--- config.mk ---
export PLATFORM = sky130hd
export DESIGN_NAME = multicycle_ctrl_flat
export DESIGN_NICKNAME = d
export VERILOG_FILES = /design/src/rtl/mips_pkg.sv /design/src/rtl/multicycle_ctrl_if.sv /design/src/rtl/multicycle_decode.sv /design/src/rtl/multicycle_ctrl.sv /design/src/flat_wrapper.sv
export SDC_FILE = /design/constraint.sdc
export NUM_CORES = 1
export LEC_CHECK = 0
export ABC_CLOCK_PERIOD_IN_PS = 3500
export BUFFER_PORTS_ARGS = -buffer_cell sky130_fd_sc_hd__buf_2
export CAP_MARGIN = 20
export CORE_UTILIZATION = 40
export CTS_CLUSTER_DIAMETER = 100
export DETAILED_ROUTE_END_ITERATION = 6
export PLACE_DENSITY = 0.66
export SLEW_MARGIN = 0
export SYNTH_ARGS = -nofsm -noshare
export SYNTH_HDL_FRONTEND = slang
export SYNTH_SLANG_ARGS = --single-unit
--- constraint.sdc ---
create_clock -name clk -period 3.5 [get_ports clk]
set_clock_uncertainty 0.1 [all_clocks]
set_input_delay 0 -clock clk [delete_from_list [all_inputs] [get_ports clk]]
set_output_delay 0 -clock clk [all_outputs]
set_load 0.01 [all_outputs]
--- src/rtl/mips_pkg.sv ---
// Shared definitions for the multi-cycle MIPS-style controller: opcodes, FSM states,
// PC source encodings and the packed control/class payloads.
package mips_pkg;

  localparam int unsigned OP_W    = 4;
  localparam int unsigned PCSRC_W = 2;
  localparam int unsigned CNT_W   = 32;

  localparam logic [OP_W-1:0] OP_ADD  = 4'd0;
  localparam logic [OP_W-1:0] OP_SUB  = 4'd1;
  localparam logic [OP_W-1:0] OP_LT   = 4'd2;
  localparam logic [OP_W-1:0] OP_OR   = 4'd3;
  localparam logic [OP_W-1:0] OP_AND  = 4'd4;
  localparam logic [OP_W-1:0] OP_SHL  = 4'd5;
  localparam logic [OP_W-1:0] OP_ST   = 4'd6;
  localparam logic [OP_W-1:0] OP_LD   = 4'd7;
  localparam logic [OP_W-1:0] OP_SLI  = 4'd8;
  localparam logic [OP_W-1:0] OP_BR   = 4'd9;
  localparam logic [OP_W-1:0] OP_JUMP = 4'd10;

  localparam logic [PCSRC_W-1:0] PCSRC_SEQ = 2'd0;
  localparam logic [PCSRC_W-1:0] PCSRC_BR  = 2'd1;
  localparam logic [PCSRC_W-1:0] PCSRC_JMP = 2'd2;

  typedef enum logic [2:0] {
    S_FETCH,
    S_DECODE,
    S_EXEC,
    S_MEM,
    S_WB,
    S_TRAP
  } state_e;

  typedef struct packed {
    logic rtype;
    logic ld;
    logic st;
    logic sli;
    logic br;
    logic jump;
    logic illegal;
  } op_class_t;

  typedef struct packed {
    logic               mem_req;
    logic               iord;
    logic               ir_write;
    logic               pc_en;
    logic [PCSRC_W-1:0] pc_src;
    logic               reg_wr;
    logic               reg_des;
    logic               alu_src;
    logic               mem2reg;
    logic               mem_rd;
    logic               mem_wr;
    logic               sti;
    logic               illegal;
  } ctrl_t;

endpackage

--- src/rtl/multicycle_ctrl_if.sv ---
// Controller <-> datapath/memory signal bundle; master is the controller side.
interface multicycle_ctrl_if;
  import mips_pkg::*;

  logic [OP_W-1:0]    opcode;
  logic               zero;
  logic               mem_ready;
  logic               mem_req;
  logic               iord;
  logic               ir_write;
  logic               pc_en;
  logic [PCSRC_W-1:0] pc_src;
  logic               reg_wr;
  logic               reg_des;
  logic               alu_src;
  logic               mem2reg;
  logic               mem_rd;
  logic               mem_wr;
  logic               sti;
  logic               illegal;

  modport master (
    input  opcode, zero, mem_ready,
    output mem_req, iord, ir_write, pc_en, pc_src,
           reg_wr, reg_des, alu_src, mem2reg, mem_rd, mem_wr, sti, illegal
  );

  modport slave (
    output opcode, zero, mem_ready,
    input  mem_req, iord, ir_write, pc_en, pc_src,
           reg_wr, reg_des, alu_src, mem2reg, mem_rd, mem_wr, sti, illegal
  );

endinterface

--- src/rtl/multicycle_decode.sv ---
// Combinational opcode -> instruction-class flags.
module multicycle_decode
  import mips_pkg::*;
(
  input  logic [OP_W-1:0] op,
  output op_class_t       cls
);

  always_comb begin
    cls = '0;
    case (op)
      OP_ADD, OP_SUB, OP_LT, OP_OR, OP_AND, OP_SHL: cls.rtype = 1'b1;
      OP_ST:   cls.st      = 1'b1;
      OP_LD:   cls.ld      = 1'b1;
      OP_SLI:  cls.sli     = 1'b1;
      OP_BR:   cls.br      = 1'b1;
      OP_JUMP: cls.jump    = 1'b1;
      default: cls.illegal = 1'b1;
    endcase
  end

endmodule

--- src/rtl/multicycle_ctrl.sv ---
// Multi-cycle FETCH/DECODE/EXEC/MEM/WB sequencer with shared req/ready memory port.
// Optional MULTICYCLE_CTRL_PERF_EN adds cycle and retired-instruction counters.
module multicycle_ctrl
  import mips_pkg::*;
(
  input  logic                clk,
  input  logic                rst_n,
  multicycle_ctrl_if.master   bus
`ifdef MULTICYCLE_CTRL_PERF_EN
  ,
  output logic [CNT_W-1:0]    cycle_cnt,
  output logic [CNT_W-1:0]    instr_cnt
`endif
);

  state_e          state_q, state_d;
  logic [OP_W-1:0] op_q;
  logic [OP_W-1:0] dec_op;
  op_class_t       cls;
  ctrl_t           ctl, ctl_o;

  // op_q is not yet loaded during DECODE, so classify the live IR field there
  assign dec_op = (state_q == S_DECODE) ? bus.opcode : op_q;

  multicycle_decode u_decode (
    .op  (dec_op),
    .cls (cls)
  );

  always_ff @(posedge clk or negedge rst_n) begin
    if (!rst_n) begin
      state_q <= S_FETCH;
      op_q    <= '0;
    end else begin
      state_q <= state_d;
      if (state_q == S_DECODE) op_q <= bus.opcode;
    end
  end

  always_comb begin
    state_d = state_q;
    ctl     = '0;
    case (state_q)
      S_FETCH: begin
        ctl.mem_req = 1'b1;
        ctl.mem_rd  = 1'b1;
        if (bus.mem_ready) begin
          ctl.ir_write = 1'b1;
          ctl.pc_en    = 1'b1;
          ctl.pc_src   = PCSRC_SEQ;
          state_d      = S_DECODE;
        end
      end
      S_DECODE: begin
        if (cls.jump) begin
          ctl.pc_en  = 1'b1;
          ctl.pc_src = PCSRC_JMP;
          state_d    = S_FETCH;
        end else if (cls.illegal) begin
          state_d = S_TRAP;
        end else begin
          state_d = S_EXEC;
        end
      end
      S_EXEC: begin
        ctl.alu_src = cls.ld | cls.st | cls.sli;
        if (cls.br) begin
          ctl.pc_en  = bus.zero;
          ctl.pc_src = PCSRC_BR;
          state_d    = S_FETCH;
        end else if (cls.ld || cls.st) begin
          state_d = S_MEM;
        end else begin
          state_d = S_WB;
        end
      end
      S_MEM: begin
        ctl.mem_req = 1'b1;
        ctl.iord    = 1'b1;
        ctl.alu_src = 1'b1;
        ctl.mem_rd  = cls.ld;
        ctl.mem_wr  = cls.st;
        if (bus.mem_ready) state_d = cls.ld ? S_WB : S_FETCH;
      end
      S_WB: begin
        ctl.reg_wr  = 1'b1;
        ctl.reg_des = cls.rtype;
        ctl.mem2reg = cls.ld;
        ctl.sti     = cls.sli;
        ctl.alu_src = cls.sli;
        state_d     = S_FETCH;
      end
      S_TRAP: begin
        ctl.illegal = 1'b1;
      end
      default: state_d = S_FETCH;
    endcase
  end

  // Reset masks every strobe at once so an in-flight access is abandoned immediately
  always_comb ctl_o = rst_n ? ctl : '0;

  assign bus.mem_req  = ctl_o.mem_req;
  assign bus.iord     = ctl_o.iord;
  assign bus.ir_write = ctl_o.ir_write;
  assign bus.pc_en    = ctl_o.pc_en;
  assign bus.pc_src   = ctl_o.pc_src;
  assign bus.reg_wr   = ctl_o.reg_wr;
  assign bus.reg_des  = ctl_o.reg_des;
  assign bus.alu_src  = ctl_o.alu_src;
  assign bus.mem2reg  = ctl_o.mem2reg;
  assign bus.mem_rd   = ctl_o.mem_rd;
  assign bus.mem_wr   = ctl_o.mem_wr;
  assign bus.sti      = ctl_o.sti;
  assign bus.illegal  = ctl_o.illegal;

`ifdef MULTICYCLE_CTRL_PERF_EN
  // An instruction retires whenever the FSM re-enters FETCH from elsewhere
  always_ff @(posedge clk or negedge rst_n) begin
    if (!rst_n) begin
      cycle_cnt <= '0;
      instr_cnt <= '0;
    end else begin
      if (state_q != S_TRAP) cycle_cnt <= cycle_cnt + CNT_W'(1);
      if (state_d == S_FETCH && state_q != S_FETCH) instr_cnt <= instr_cnt + CNT_W'(1);
    end
  end
`endif

endmodule

--- src/flat_wrapper.sv ---
// flat-port wrapper written by rule: the top's interface ports become plain ports
module multicycle_ctrl_flat import mips_pkg::*;
  (clk, rst_n, bus_opcode, bus_zero, bus_mem_ready, bus_mem_req, bus_iord, bus_ir_write, bus_pc_en, bus_pc_src, bus_reg_wr, bus_reg_des, bus_alu_src, bus_mem2reg, bus_mem_rd, bus_mem_wr, bus_sti, bus_illegal);
  multicycle_ctrl_if bus_i ();
  input  logic clk;
  input  logic rst_n;
  input wire logic [$bits(bus_i.opcode)-1:0] bus_opcode;
  input wire logic [$bits(bus_i.zero)-1:0] bus_zero;
  input wire logic [$bits(bus_i.mem_ready)-1:0] bus_mem_ready;
  output wire logic [$bits(bus_i.mem_req)-1:0] bus_mem_req;
  output wire logic [$bits(bus_i.iord)-1:0] bus_iord;
  output wire logic [$bits(bus_i.ir_write)-1:0] bus_ir_write;
  output wire logic [$bits(bus_i.pc_en)-1:0] bus_pc_en;
  output wire logic [$bits(bus_i.pc_src)-1:0] bus_pc_src;
  output wire logic [$bits(bus_i.reg_wr)-1:0] bus_reg_wr;
  output wire logic [$bits(bus_i.reg_des)-1:0] bus_reg_des;
  output wire logic [$bits(bus_i.alu_src)-1:0] bus_alu_src;
  output wire logic [$bits(bus_i.mem2reg)-1:0] bus_mem2reg;
  output wire logic [$bits(bus_i.mem_rd)-1:0] bus_mem_rd;
  output wire logic [$bits(bus_i.mem_wr)-1:0] bus_mem_wr;
  output wire logic [$bits(bus_i.sti)-1:0] bus_sti;
  output wire logic [$bits(bus_i.illegal)-1:0] bus_illegal;
  assign bus_i.opcode = bus_opcode;
  assign bus_i.zero = bus_zero;
  assign bus_i.mem_ready = bus_mem_ready;
  assign bus_mem_req = bus_i.mem_req;
  assign bus_iord = bus_i.iord;
  assign bus_ir_write = bus_i.ir_write;
  assign bus_pc_en = bus_i.pc_en;
  assign bus_pc_src = bus_i.pc_src;
  assign bus_reg_wr = bus_i.reg_wr;
  assign bus_reg_des = bus_i.reg_des;
  assign bus_alu_src = bus_i.alu_src;
  assign bus_mem2reg = bus_i.mem2reg;
  assign bus_mem_rd = bus_i.mem_rd;
  assign bus_mem_wr = bus_i.mem_wr;
  assign bus_sti = bus_i.sti;
  assign bus_illegal = bus_i.illegal;
  multicycle_ctrl u_core (.clk(clk), .rst_n(rst_n), .bus(bus_i));
endmodule
==> reports/metrics.cfg, run 1 <==
[yosys]
netlist_area_um2=642
synth_flop_cell=dfrtp_1
synth_cell_type_count=31
avgSynthCellArea_um2=8.34
synth.most_common_cell=dfrtp_1
synth.yosys.warnings=0
synth-edff-count=0
synth_seq_area_share=0.273
synth_area_leaders=dfrtp_1, mux2i_1, mux2_2, a21oi_1, and3_1
syn_nets=85
ys_top_cells_by_count=dfrtp_1, a21oi_1, mux2i_1, nor2_1
synth-seq-cells=7
async_flop_share=1.00
yosys.area.top_type_share=0.273
yosysTopAreaCell=dfrtp_1
syn-instance-count=77

[floorplanning]
coreArea_um2=1510
rows=14
die_area_um2=1770
io_pins=22
die_h_um=42.1
die_width_um=42.1
initial_utilization=0.426

[drt]
wire_per_inst_um=12.7
avgViaCountPerCell=5.68
wl_mm=1.52
vias=682
ant_nets=0
drc_errors=0
drtIter0Drc=22
drtPass1Iterations=4

[timing]
hold_viol=0
setup_viol=0
period_share=0.740
tightest_slew_ps=707
finalCriticalPeriod_ps=2590
fmax_mhz=386
relSlewSlack=0.527
setup_tns_ps=0
drv_slew=0
rsz0062_at_grt=false
finalHoldWorstSlack_ps=30.4
worst_slack_ps=911

[worst_setup_path]
cp-start-kind=flip-flop
worst-path-max-fanout=13
endpoint_kind=output port
reg2regPathDepth=4
worst_ep_required_time_ps=3400
critPathArrivalTime_ps=2490
crit_type=reg2out

[clock_network]
cts_tree=yes
numCtsBuffers=3
clk_latency_ps=260
cts_sinks=7
h-tree-depth=1
cts_resized=0
cts-root-buf=clkbuf_4
cts_buffer_depth=2
cts.clk_slew.worst_paths_ps=50

[finish]
syn_to_final_growth_pct=29.4
postLayoutCellArea_um2=831
fin_nets=113
drive_gt1_frac=0.298
stdcell_count=120
fin_util=0.551
antenna-diode-count=0

[placed_design]
gp_congestion=0.817
place_area_um2=744
preCtsSetupSlack_ps=1210
placed_cells_incl_taps=110
hpwl_mm=1.10
portBuffers=21

[global_route]
grt-ovfl-total=0
grt_max_degree=14
grt_pass1_vias=589
grt_usage=0.199
grt_pass1_wl_mm=2.56
antenna_found_initial=0

[run]
timing.max_cap.violations=0

[power]
p_leak_nw=0.394
power_density_nw_per_um2=658
vdd_drop_max_mv=0.310
total_power_mw=0.547

[min_path]
min_path_type=in2async

[status]
status=finished, final reports clean

==> placed cells by master (no fill, tap or decap), drive strengths merged <==
master / n
o2111ai: 1
nand2b: 1
nor2: 5
mux2: 4
nand2: 4
a31oi: 1
dlygate4sd3: 6
nor3: 2
inv: 4
or3b: 1
a31o: 1
a211oi: 1
nand4: 1
dfrtp: 7
clkbuf: 4
o211ai: 3
nand3b: 3
mux2i: 6
nor2b: 3
and3: 4
buf: 21
nor3b: 3
a21boi: 1
a2bb2oi: 1
nand3: 3
or2: 1
nor4bb: 2
a21oi: 6
o21ai: 4
==> repair_timing <==
action                    CTS  global route
setup buffers               0             0
hold endpoints to repair   12             0
hold buffers                6             0
==> registers in the layout (all words and copies together), names as in the netlist <==
signal	count
u_core.state_q	3
u_core.op_q	4
==> report_power, final <==
part           switching (mW)  internal, mW  leakage [nW]
Clock                  0.0338        0.0438        0.0150
Combinational           0.139         0.141         0.293
Sequential             0.0702         0.119        0.0856
==> critical path, stage by stage, from the launching register on <==
cell and delay [ps]:
dfrtp_1 550, nor3b_2 670, mux2i_2 370, or3b_1 380
a21boi_1 120, buf_2 140
==> worst paths after layout <==
check | from | slack (ps) | end
worst min register to register | u_core.op_q[1] | 500 | u_core.op_q[1]
worst max-delay path | u_core.state_q[0] | 910 | bus_alu_src
worst min-delay path | rst_n | 30 | u_core.op_q[0]
max in group asynchronous | rst_n | 3080 | u_core.op_q[2]
min in group clk | bus_zero | 320 | bus_pc_en
worst max register to register | u_core.state_q[0] | 1340 | u_core.state_q[0]
==> cell type report <==
class | instances | area [um2]
timing repair buffer | 27 | 165
tap | 16 | 20.0
multi-input combinational | 62 | 429
sequential | 7 | 175
fill | 140 | 676
inverter | 4 | 15.0
clock buffer | 4 | 26.3
==> cell families (layout without fill, tap and decap cells) <==
family,count (synthesis),in the layout,share of synthesized area
AND/OR/NAND/NOR,33,33,0.312
buffers and inverters,8,35,0.0585
multiplexers,10,10,0.170
flip-flops,7,7,0.273
AO/OA/AOI/OAI,19,19,0.187
==> layer usage <==
| layer | up-vias | part of all wire | track usage |
|---|---|---|---|
| met1 | 307 | 0.49 | 0.267 |
| li1 | 340 | - | - |
| met4 | 0 | 0.032 | 0.150 |
| met5 | - | 0 | 0 |
| met3 | 5 | 0.065 | 0.0388 |
| met2 | 30 | 0.41 | 0.278 |
Note: power is estimated with default switching activity, not from simulation.
==> run 2: changes to the inputs <==
- ABC_CLOCK_PERIOD_IN_PS: 3500 -> 2400
- clock period: 3.5 -> 2.4 ns (I/O delays scaled with it)
==> reports/metrics.cfg, run 2 (synthesis gave the netlist of run 1 again) <==
[floorplanning]
die_width_um=42.1  ; unchanged
coreArea_um2=1510  ; unchanged
initial_utilization=0.426  ; unchanged
die_h_um=42.1  ; unchanged
rows=14  ; unchanged
io_pins=22  ; unchanged
die_area_um2=1770  ; unchanged

[power]
combPwrFrac=0.555  ; +0.042
power_density_nw_per_um2=975  ; +48%
vdd_drop_max_mv=0.513  ; +65%
internal-power_mw=0.462  ; +52%
switching_power_mw=0.363  ; +49%
p_leak_nw=0.404  ; +2.6%
seq_power_share=0.307  ; -0.038
p_clk_frac=0.138  ; -0.004
switching_share=0.440  ; -0.00518

[clock_network]
cts_sinks=7  ; unchanged
cts-root-buf=clkbuf_4
cts_tree=yes
cts_buffer_depth=2  ; unchanged
post_cts_buffers=0  ; unchanged
h-tree-depth=1  ; unchanged
clk_latency_ps=260  ; about the same
numCtsBuffers=3  ; unchanged
cts.clk_slew.worst_paths_ps=60  ; about the same

[global_route]
antenna_found_initial=0  ; unchanged
grt_usage=0.202  ; +0.00324
grt_pass1_wl_mm=2.70  ; +5.4%
grt-ovfl-total=0  ; unchanged
grt_pass1_vias=601  ; +2.0%
grt_max_degree=14  ; unchanged

[worst_setup_path]
worst-path-buf-inv=1  ; unchanged
cp-startpoint=u_core.state_q[1]
cp.depth=5  ; unchanged
critPathSlowestCell=dfrtp_1
setup.worst_path.end=bus_alu_src
critPathArrivalTime_ps=2180  ; -310 ps
reg2regPathDepth=5  ; +1
worst-path-max-fanout=12  ; -1
rrSetupSlack_ps=470  ; -870 ps
cp-start-kind=flip-flop
rr_endpoint=u_core.state_q[2]
crit_type=reg2out
critical-path-max-stage-delay_ps=500  ; -170 ps
worst_ep_required_time_ps=2300  ; -1100 ps
worstReg2RegStart=u_core.state_q[1]
cp_top_family=simple AND/OR/NAND/NOR gates
path_cells=nor3b_2, mux2i_2, or3b_1, a21boi_1, buf_2
endpoint_kind=output port

[placed_design]
gp_congestion=0.785  ; -3.9%
hpwl_mm=1.16  ; +5.5%
portBuffers=21  ; unchanged

[finish]
drive_gt1_frac=0.311  ; +0.0132
syn_to_final_growth_pct=31.8
final_common_cell=buf_2
fillers=149  ; +6.4%
reg.largest.list=u_core.op_q (4), u_core.state_q (3)
fin_util=0.561  ; +0.00997
largest_reg_flops=4  ; unchanged
largest_register=u_core.op_q
multiInputGateArea_um2=429  ; unchanged
antenna-diode-count=0  ; unchanged
final_cell_mix=buf_2, dfrtp_1, a21oi_1, dlygate4sd3_1
seq_area_um2=175  ; unchanged
fin_nets=115  ; +1.8%

[status]
status=finished, final reports clean

[drt]
drc_errors=0  ; unchanged
wire_per_inst_um=12.8  ; +0.94%
vias=679  ; -0.44%
ant_nets=0  ; unchanged
drtPass1Iterations=4  ; unchanged
drtIter0Drc=12  ; -45%
avgViaCountPerCell=5.57  ; -2.1%
wl_mm=1.56  ; +2.6%

[timing]
setup_tns_ps=0  ; unchanged
hold_viol=0  ; unchanged
period_share=0.948
setup_viol=0  ; unchanged
finalHoldWorstSlack_ps=37.3  ; +6.92 ps
drv_slew=0  ; unchanged
finalCriticalPeriod_ps=2280
relSlewSlack=0.736  ; +0.209
fmax_mhz=440
tightest_slew_ps=391  ; -316 ps
rsz0062_at_grt=false

[min_path]
min_path_type=in2async

[run]
timing.max_cap.violations=0  ; unchanged

==> run 2: power by group through the flow <==
stage                     clock, mW  combinational (mW)  sequential (mW)
after floorplan                   0               0.373            0.217
after global placement            0               0.442            0.253
after detailed placement          0               0.446            0.253
after CTS                     0.117               0.455            0.252
after global routing          0.123               0.505            0.262
final                         0.114               0.457            0.253
==> run 2: final cells by class <==
| class | count | share of cell area |
|---|---|---|
| timing repair buffer | 29 | 0.213 |
| inverter | 4 | 0.0178 |
| clock buffer | 4 | 0.0311 |
| sequential | 7 | 0.207 |
| tap | 16 | 0.0237 |
| multi-input combinational | 62 | 0.507 |
==> run 2: stage by stage <==
stage	setup slack [ps]	instance area (um2)	std cells	power (mW)
floorplan	740	642	77	0.590
global placement	481	759	112	0.695
detailed placement	400	759	112	0.698
CTS	115	846	122	0.825
global route	15.7	846	122	0.890
finish	125	846	122	0.825
==> run 2: metal layers <==
layer	track usage	up-vias	routed length (um)
met5	0	-	0
met4	0.113	0	34
met3	0.0388	5	94
met2	0.288	24	653
met1	0.285	307	781
li1	-	343	-
==> run 2: how the worst min path moves through the flow <==
stage / cells past startpoint / from / endpoint
final: 2 / rst_n / u_core.state_q[1]
after global routing: 2 / rst_n / u_core.state_q[1]
after CTS: 2 / rst_n / u_core.op_q[0]
after detailed placement: 1 / rst_n / u_core.op_q[0]
after global placement: 1 / rst_n / u_core.op_q[0]
after floorplan: 0 / rst_n / u_core.op_q[0]
==> run 2: repair_timing <==
item                       CTS  global route
hold endpoints to repair    12             0
setup endpoints to repair    0             0
hold buffers                 6             0
resized for setup            0             0
==> run 3: changes to the inputs <==
- PLACE_DENSITY: 0.66 -> 0.75
==> reports/metrics.cfg, run 3 (synthesis gave the netlist of run 1 again) <==
[status]
status=finished with violations
violations=design-rule violations

[drt]
wl_mm=1.63  ; +4.5%
drtPass1Iterations=6  ; +2
wire_per_inst_um=13.5  ; +5.3%
drc_errors=1  ; +1
vias=707  ; +4.1%
avgViaCountPerCell=5.84  ; +5.0%
ant_nets=0  ; unchanged
drtIter0Drc=12  ; unchanged

[global_route]
grt_usage=0.196  ; -0.00611
grt-ovfl-total=0  ; unchanged
antenna_found_initial=0  ; unchanged
grt_pass1_vias=627  ; +4.3%
grt_max_degree=14  ; unchanged
grt_pass1_wl_mm=2.73  ; +1.0%

[clock_network]
h-tree-depth=1  ; unchanged
cts_tree=yes
clk_latency_ps=270  ; about the same
numCtsBuffers=3  ; unchanged
cts.clk_slew.worst_paths_ps=60  ; about the same
cts_sinks=7  ; unchanged
cts_buffer_depth=2  ; unchanged
post_cts_buffers=0  ; unchanged
cts-root-buf=clkbuf_4

[timing]
period_share=0.946  ; -0.00144
fmax_mhz=440  ; +0.15%
hold_viol=0  ; unchanged
finalCriticalPeriod_ps=2270  ; -3.44 ps
rsz0062_at_grt=false
setup_tns_ps=0  ; unchanged
tightest_slew_ps=410  ; +18.9 ps
setup_viol=0  ; unchanged
relSlewSlack=0.723  ; -0.0128
drv_slew=0  ; unchanged
finalHoldWorstSlack_ps=41.4  ; +4.13 ps

[finish]
syn_to_final_growth_pct=31.4
final_common_cell=buf_2
postLayoutCellArea_um2=843  ; -0.30%
drive_gt1_frac=0.324  ; +0.0125
fin_util=0.560  ; -0.00166
reg.largest.list=u_core.op_q (4), u_core.state_q (3)
antenna-diode-count=0  ; unchanged
largest_reg_flops=4  ; unchanged
stdcell_count=121  ; -0.82%
final_cell_mix=buf_2, a21oi_1, dlygate4sd3_1, dfrtp_1, nor2_1
fin_nets=114  ; -0.87%
largest_register=u_core.op_q

[power]
switching_power_mw=0.374  ; +3.0%
vdd_drop_max_mv=0.485  ; -5.6%
power_density_nw_per_um2=985  ; +1.1%
p_clk_frac=0.141  ; +0.003
switching_share=0.450  ; +0.00984
internal-power_mw=0.457  ; -1.0%
seq_power_share=0.339  ; +0.032
combPwrFrac=0.520  ; -0.035
p_leak_nw=0.398  ; -1.5%

[placed_design]
place_area_um2=752  ; -0.99%
portBuffers=21  ; unchanged
gp_congestion=0.838  ; +6.8%
hpwl_mm=1.17  ; +1.0%
placed_cells_incl_taps=111  ; -0.89%

[worst_setup_path]
worst-path-max-fanout=12  ; unchanged
reg2regPathDepth=5  ; unchanged
endpoint_kind=output port
worstReg2RegStart=u_core.state_q[1]
critPathArrivalTime_ps=2170  ; about the same
cp-start-kind=flip-flop
crit_type=reg2out
worst_ep_required_time_ps=2300  ; about the same
cp-startpoint=u_core.state_q[1]

[floorplanning]
die_area_um2=1770  ; unchanged
die_h_um=42.1  ; unchanged
initial_utilization=0.426  ; unchanged
io_pins=22  ; unchanged
rows=14  ; unchanged
coreArea_um2=1510  ; unchanged
die_width_um=42.1  ; unchanged

[run]
timing.max_cap.violations=0  ; unchanged

[min_path]
min_path_type=in2async

## run 3: cell count changes in the layout (fill, tap and decap cells not counted)
cell     previous run  this run
buf_4               2         1
dfrtp_1             7         6
dfrtp_2             0         1
mux2i_1             5         4
mux2i_2             1         2
## run 3: layer usage
layer  GRT usage  vias up  routed length [um]
li1            -      340                   -
met5           0        -                   0
met2       0.272       37                 709
met4       0.125        0                  63
met3      0.0302        8                  98
met1       0.280      322                 761
## run 3: what timing repair did
action,CTS,global route
hold buffers,6,0
endpoints found under the setup margin,0,2
endpoints found under the hold margin,12,0
resized for setup,0,2
## run 3: cell type report
| cell class | count | area, um2 |
|---|---|---|
| clock buffers | 4 | 26.3 |
| multi-input cells | 62 | 433 |
| repair buffers | 28 | 173 |
| flip-flops and latches | 7 | 176 |
| fillers | 146 | 663 |
| inverters | 4 | 15.0 |
| well taps | 16 | 20.0 |
## run 3: power groups by stage
stage	clock network [mW]	logic (mW)	registers, mW
after floorplan	0	0.373	0.217
after global placement	0	0.409	0.273
after detailed placement	0	0.412	0.276
after CTS	0.116	0.423	0.273
after global routing	0.123	0.473	0.293
final	0.117	0.432	0.282
## run 3: metrics by stage
| step | setup WS (ps) | power, mW |
|---|---|---|
| 6_report | 128 | 0.831 |
| 5_1_grt | 19.3 | 0.889 |
| 4_1_cts | 129 | 0.812 |
| 3_5_place_dp | 419 | 0.688 |
| 3_3_place_gp | 490 | 0.681 |
| 2_1_floorplan | 740 | 0.590 |
## run 3: final timing paths
path,slack (ps),endpoint
setup / recovery,130,bus_alu_src
hold / removal,40,u_core.op_q[0]
setup reg to reg,490,u_core.state_q[0]
hold reg to reg,500,u_core.op_q[1]
max in group asynchronous,1930,u_core.state_q[0]
min in group clk,320,bus_pc_en
## run 3: worst max-delay path: stages, from the launching register on
cell and delay (ps):
dfrtp_1 510, nor3b_2 330, buf_4 230, mux2i_1 130, or3b_1 400, a21boi_1 150
buf_2 150
